### src/rtl/serial_tc_pkg.sv
`default_nettype none
// ============================================================================
// Module      : serial_tc_pkg
// Description : Shared types and constants for the serial two's-complement
//               link (transmit and receive sides).
// Revision    : 1.0 - initial release
// ============================================================================
package serial_tc_pkg;

    // Frame reception state
    typedef enum logic [0:0] {
        IDLE = 1'b0,
        RECV = 1'b1
    } state_t;

    // Default number of bits per frame
    localparam int C_DEFAULT_WIDTH = 8;

    // Carry value loaded at reset and at every frame start
    localparam logic C_CARRY_RESET = 1'b1;

endpackage
`default_nettype wire

### src/rtl/serial_negate_cell.sv
`default_nettype none
// ============================================================================
// Module      : serial_negate_cell
// Description : Bit-serial two's-complement cell. For each enabled bit b:
//               r = ~b ^ carry, carry' = ~b & carry. A restart forces the
//               carry to its reset value before the current bit is processed.
// Revision    : 1.0 - initial release
// ============================================================================
module serial_negate_cell
    import serial_tc_pkg::*;
(
    input  logic Clock,
    input  logic reset_b,
    input  logic bit_in,
    input  logic enable,
    input  logic restart,
    output logic r
);

    logic r_carry;
    logic w_carry_eff;

    // A restart bit is always processed with a fresh carry
    assign w_carry_eff = restart ? C_CARRY_RESET : r_carry;
    assign r           = (~bit_in) ^ w_carry_eff;

    // Carry flop advances only on accepted bits
    always_ff @(posedge Clock) begin
        if (!reset_b) begin
            r_carry <= C_CARRY_RESET;
        end else if (enable) begin
            r_carry <= (~bit_in) & w_carry_eff;
        end
    end

endmodule
`default_nettype wire

### src/rtl/serial_twos_comp_rx.sv
`default_nettype none
// ============================================================================
// Module      : serial_twos_comp_rx
// Description : Receive end of the serial two's-complement link. Deserialises
//               an LSB-first bitstream, optionally re-negating each frame,
//               and presents the word on a valid/ready output. Reception of
//               the next frame overlaps with the held output word.
// Revision    : 1.0 - initial release
// ============================================================================
module serial_twos_comp_rx
    import serial_tc_pkg::*;
#(
    parameter int WIDTH  = C_DEFAULT_WIDTH,
    parameter bit NEGATE = 1'b1
) (
    input  logic             Clock,
    input  logic             reset_b,
    input  logic             serial_in,
    input  logic             bit_valid,
    input  logic             frame_start,
    output logic [WIDTH-1:0] data_out,
    output logic             out_valid,
    input  logic             out_ready,
    output logic             overrun,
    output logic             busy
);

    localparam int                CNT_W  = $clog2(WIDTH);
    localparam logic [CNT_W-1:0]  C_LAST = CNT_W'(WIDTH - 1);
    localparam logic [CNT_W-1:0]  C_ONE  = CNT_W'(1);

    state_t           r_state;
    logic [CNT_W-1:0] r_count;
    logic [WIDTH-1:0] r_shift;
    logic [WIDTH-1:0] r_data;
    logic             r_valid;
    logic             r_overrun;

    logic             w_accept;
    logic             w_restart;
    logic             w_neg_r;
    logic             w_r;
    logic             w_last;
    logic             w_take;
    logic [WIDTH-1:0] w_word;

    // In IDLE only a frame_start bit is accepted; in RECV every valid bit is
    assign w_accept  = bit_valid && (frame_start || (r_state == RECV));
    assign w_restart = bit_valid && frame_start;

    // A frame_start bit is always bit 0, so it can never be the last bit
    assign w_last = w_accept && !frame_start && (r_state == RECV) && (r_count == C_LAST);
    assign w_take = r_valid && out_ready;

    serial_negate_cell u_negate (
        .Clock   (Clock),
        .reset_b (reset_b),
        .bit_in  (serial_in),
        .enable  (w_accept),
        .restart (w_restart),
        .r       (w_neg_r)
    );

    assign w_r    = NEGATE ? w_neg_r : serial_in;
    // Word as it will stand after the current bit is shifted in
    assign w_word = {w_r, r_shift[WIDTH-1:1]};

    // Frame FSM, bit counter and shift register
    always_ff @(posedge Clock) begin
        if (!reset_b) begin
            r_state <= IDLE;
            r_count <= '0;
            r_shift <= '0;
        end else if (w_accept) begin
            r_shift <= w_word;
            if (frame_start) begin
                r_state <= RECV;
                r_count <= C_ONE;
            end else if (w_last) begin
                r_state <= IDLE;
                r_count <= '0;
            end else begin
                r_count <= r_count + C_ONE;
            end
        end
    end

    // Output register: load on completion when free, else flag the drop
    always_ff @(posedge Clock) begin
        if (!reset_b) begin
            r_data    <= '0;
            r_valid   <= 1'b0;
            r_overrun <= 1'b0;
        end else begin
            r_overrun <= 1'b0;
            if (w_last) begin
                if (!r_valid || w_take) begin
                    r_data  <= w_word;
                    r_valid <= 1'b1;
                end else begin
                    r_overrun <= 1'b1;
                end
            end else if (w_take) begin
                r_valid <= 1'b0;
            end
        end
    end

    assign data_out  = r_data;
    assign out_valid = r_valid;
    assign overrun   = r_overrun;
    assign busy      = (r_state == RECV);

endmodule
`default_nettype wire

### config.mk
export PLATFORM = sky130hd
export DESIGN_NAME = serial_twos_comp_rx
export DESIGN_NICKNAME = d
export VERILOG_FILES = /design/src/rtl/serial_tc_pkg.sv /design/src/rtl/serial_negate_cell.sv /design/src/rtl/serial_twos_comp_rx.sv
export SDC_FILE = /design/constraint.sdc
export NUM_CORES = 1
export LEC_CHECK = 0
export CORE_UTILIZATION = 53
export DETAILED_ROUTE_END_ITERATION = 6
export HOLD_SLACK_MARGIN = 0.03
export PLACE_DENSITY = 0.81
export RECOVER_POWER = 100
export SKIP_LAST_GASP = 1
export SYNTH_ARGS = -nofsm -noshare
export SYNTH_HDL_FRONTEND = slang
export SYNTH_SLANG_ARGS = --single-unit
### constraint.sdc
create_clock -name Clock -period 3.6 [get_ports Clock]
set_clock_uncertainty 0.2 [all_clocks]
set_input_delay 0.36 -clock Clock [delete_from_list [all_inputs] [get_ports Clock]]
set_output_delay 0.36 -clock Clock [all_outputs]
set_load 0.02 [all_outputs]
After elaboration in Yosys (flattened, before gate mapping):

Index checks and enable logic that the tools add are counted.

* register bits: 23
* input bits: 6
* output and inout bits: 11

* add/sub/neg operators: 1
* equal/unequal tests: 2
* mux-type cells: 9
* bitwise logic cells: 3
* reduce and logical (&&, ||, !) cells: 16

Operators with widths (count)
* AND reduction 2 bit: 4
* two-way mux 1 bit: 7
* logical AND 1 bit: 6
* two-way mux 3 bit: 2
* nonzero test 2 bit: 2
* adder 3 x 1 -> 3 bit, second input constant: 1
* == test 3 bit, second input constant: 1
* logical NOT 1 bit: 2
* logical OR 1 bit: 2
* inequality test 2 x 1 -> 1 bit, second input constant: 1
* bitwise AND 1 bit: 1
* NOT 1 bit: 1
* bitwise XOR 1 bit: 1

Depth between registers and ports, before layout:

* depth in word-level cells: 7
* gate-level depth with buffers: 6

Hierarchy:

A second synthesis with hierarchy kept.

* cells, all modules: 102
* area, all modules: 954.7 um2

By module, submodules not included
* serial_twos_comp_rx: instances 1, cells an instance 96, area an instance 898.4 um2
* serial_negate_cell: instances 1, cells an instance 6, area an instance 56.3 um2

Worst setup path before layout:

No wires, ideal clock.

* kind: register -> register
* from: register r_count[0]
* to: register r_count[2]
* data arrival time: 1.284 ns
* path slack: 2.046 ns
* stages on the path, launching flop included: 5
* buffers on the path: 0
* cell sequence: dfxtp_1 -> ha_1 -> ha_1 -> or4b_1 -> a21oi_1

* word-level cells in the longest chain between the ends: 4
* elaborated cells on any way between the ends: 5
* those cells by class: add/sub (1); eq/ne (1); mux (2); reduce/logical (1)

Ends and longest elaborated chain
* from (decl): line serial_twos_comp_rx.sv:33 `logic [CNT_W-1:0] r_count;`
* from (signal assigned): line serial_twos_comp_rx.sv:83 `r_count <= r_count + C_ONE;`
* branches (longest 2 deep; another with adder 3 x 1 -> 3 bit)
* two-way mux 3 bit *: line serial_twos_comp_rx.sv:79 `end else if (w_last) begin`
* two-way mux 3 bit *: line serial_twos_comp_rx.sv:76 `if (frame_start) begin`

Mark *: on every way between the ends.
A chain may end at the register's enable or synchronous reset.

Worst setup path in the final report:

* from: input port frame_start
* to: register u_negate.r_carry

* word-level cells in the longest chain between the ends: 3
* elaborated cells on any way between the ends: 5
* those cells by class: mux (1); bitwise (1); reduce/logical (3)

Ends and longest elaborated chain
* from (decl): line serial_twos_comp_rx.sv:20 `input logic frame_start,`
* logical AND 1 bit: line serial_twos_comp_rx.sv:49 `assign w_restart = bit_valid && frame_start;`
* two-way mux 1 bit: line serial_negate_cell.sv:24 `assign w_carry_eff = restart ? C_CARRY_RESET : r_carry;`
* bitwise AND 1 bit: line serial_negate_cell.sv:32 `r_carry <= (~bit_in) & w_carry_eff;`
* to (signal assigned): line serial_negate_cell.sv:32
* to (decl): line serial_negate_cell.sv:20 `logic r_carry;`

Parallel ways exist; a longest one is shown, timed or not.

==> results.ini <==
[die]
dieArea_um2=1890
fp.dieW_um=43.5
io_pins=17
core_um2=1560
initial_core_util_pct=58.6
die_y_um=43.5
rows=14

[worst_hold_path]
hold_class=reg -> reg
min-delay-start=data_out[1]
whs_path_depth=2
hold_end=data_out[1]

[power]
p_clk_share_pct=27.6
power_leakage_nw=0.463
p_per_area_nw_per_um2=360
p_seq_share_pct=64.3
p_sw_mw=0.0892
ir_drop_mv=0.332
pwr-share-comb_pct=8.1
swShare_pct=22.9
p_int_mw=0.301

[critical_path]
required_ps=3600
reg2reg_to=data_out[6]
crit_type=in -> reg
worst_setup_path_end_kind=flop
ff2ff_path_depth=5
crit_path_max_fanout=7
reg2reg_slack_ps=1450
cp.arrival_ps=2270
reg2reg_from=r_count[0]
critPathLaunchType=primary input

[final_layout]
nets=121
diodes=0
area_growth_pct=18.5
drive_above_1_share_pct=5.45

[global_route]
antenna_found_initial=0
grt_pass1_vias=606
grt_pass1_wl_mm=2.60
overflow=0
grt_usage_pct=18.6
grt_max_degree=19

[sta]
max_freq_ghz=0.440
finalSetupViolCount=0
rsz0062_at_grt=false
setup_ws_ps=1330
whs_ps=261
worst_pin_slew_ps=883
layout_worst_path_cycle_share_pct=63.1
setup_tns_ps=0
layout_min_cycle_time_ps=2270
slew_headroom_pct=41.0
hold_viol_final=0
maxSlewViolCount=0

[detailed_routing]
drt_pass1_iterations=5
remaining_drc_errors=2
viasPerCell=5.35
wl_per_cell_um=11.8
finalWirelength_mm=1.49
dr.first_iter.drc_count=11
ant_nets=0
vias=674

[clocking]
clock_path_buffers=2
ctsHoldBuffers=0
cts_resized=0
clock_latency_ps=300
cts_tree=yes
ctsRootBufferMaster=clkbuf_4
cts.sinks=22
cts_buffers=3
cts.reportedPaths.clkPinSlew_ps=110
cts_setup_buffers=0
htree_levels=1

[placement]
io_buffer_count=16
dp_hpwl_mm=1.07
place_ws_ps=1120
place_congestion=0.706

[synth]
yosys.area.top_type_share_pct=48.2
synth_nets=104
yosysWarnings=0
synth.avg_cell_area_um2=9.61
yosysUniqueCellTypes=23
synth_area_leader_cell=dfxtp_1
ys_seq_elements=22
syn-cell-area_um2=913
synth.area.top_cells=dfxtp_1, mux2i_1, nand2_1
syn-instance-count=95
synth-seq-area-share_pct=48.2

[run_status]
status=finished, violations left
violations=DRC

[run]
cap_violations=0

-- metrics by stage --
step                      total power, mW  area (µm²)  instances  utilization [%]
after floorplan                     0.279         913         95                -
after global placement              0.288        1060        123             68.2
after detailed placement            0.289        1060        123             68.2
after CTS                           0.396        1090        126             69.7
after global routing                0.409        1080        126             69.4
final                               0.390        1080        126             69.4
-- cells by family (layout without fill, tap and decap cells) --
| group | Yosys count | in the layout | synth area share, % |
|---|---|---|---|
| buffers and inverters | 8 | 23 | 5.75 |
| multiplexers | 16 | 16 | 17.5 |
| adder cells (fa/ha/maj) | 3 | 3 | 4.11 |
| AO/OA/AOI/OAI | 9 | 9 | 6.17 |
| AND/OR/NAND/NOR | 37 | 37 | 18.2 |
| flip-flops | 22 | 22 | 48.2 |
-- worst max path at each step --
stage                            from                to  slack, ps  cells after the start
final                     frame_start  u_negate.r_carry       1330                      5
after global routing      frame_start        r_shift[4]       1200                      5
after CTS                  r_count[0]       data_out[0]       1410                      5
after detailed placement    bit_valid       data_out[3]       1120                      4
after global placement      bit_valid       data_out[6]       1180                      4
after floorplan            r_count[0]        r_count[2]       2050                      4
-- routing by layer --
metal | up-vias | track usage (%) | share of wire, %
li1 | 351 | - | -
met1 | 308 | 22.9 | 48
met2 | 13 | 30.0 | 46
met3 | 2 | 7.50 | 5.3
met4 | 0 | 5.63 | 0.87
met5 | - | 0 | 0
-- sequential cells by signal, summed over array words and instances (netlist names) --
register          flops
data_out              8
r_shift               7
r_count               3
busy                  1
out_valid             1
overrun               1
u_negate.r_carry      1
-- power groups by stage --
stage	combinational, mW	sequential [mW]	clock (mW)
floorplan	0.0224	0.256	0
global placement	0.0320	0.256	0
detailed placement	0.0331	0.256	0
CTS	0.0332	0.251	0.112
global route	0.0353	0.252	0.122
finish	0.0315	0.251	0.108
-- worst max-delay path: stages --
cell           delay (ps)
dlygate4sd3_1         620
o21ai_0               560
clkbuf_1              410
mux2i_1               250
nand2_1                70
-- layout make-up --
type / count / area, µm²
clock buffers: 3 / 22.5
fillers: 130 / 477
inverters: 2 / 7.51
multi-input cells: 65 / 420
flip-flops and latches: 22 / 440
well taps: 16 / 20.0
repair buffers: 18 / 171
-- cells in the final DEF, fill, tap and decap left out, drive strengths merged, types with 2 or more instances in the layout --
| cell type | synthesis | final |
|---|---|---|
| a21oi | 3 | 3 |
| clkbuf | 2 | 4 |
| clkdlybuf4s50 | 0 | 3 |
| dfxtp | 22 | 22 |
| dlygate4sd3 | 0 | 13 |
| ha | 3 | 3 |
| inv | 2 | 2 |
| mux2i | 16 | 16 |
| nand2 | 22 | 22 |
| nor2 | 8 | 8 |
| o21ai | 2 | 2 |
-- cell usage after synthesis (all sizes together) --
| library cell | instances |
|---|---|
| nor3 | 1 |
| clkbuf | 2 |
| nand2b | 1 |
| ha | 3 |
| or4b | 1 |
| a22oi | 1 |
| a21oi | 3 |
| o21ai | 2 |
| o32ai | 1 |
| buf | 4 |
| nor2b | 1 |
| nor2 | 8 |
| a31oi | 1 |
| nand2 | 22 |
| dfxtp | 22 |
| and2b | 1 |
| nor3b | 1 |
| inv | 2 |
| nand4b | 1 |
| mux2i | 16 |
| a21o | 1 |
Power figures use the tool's default switching activity.
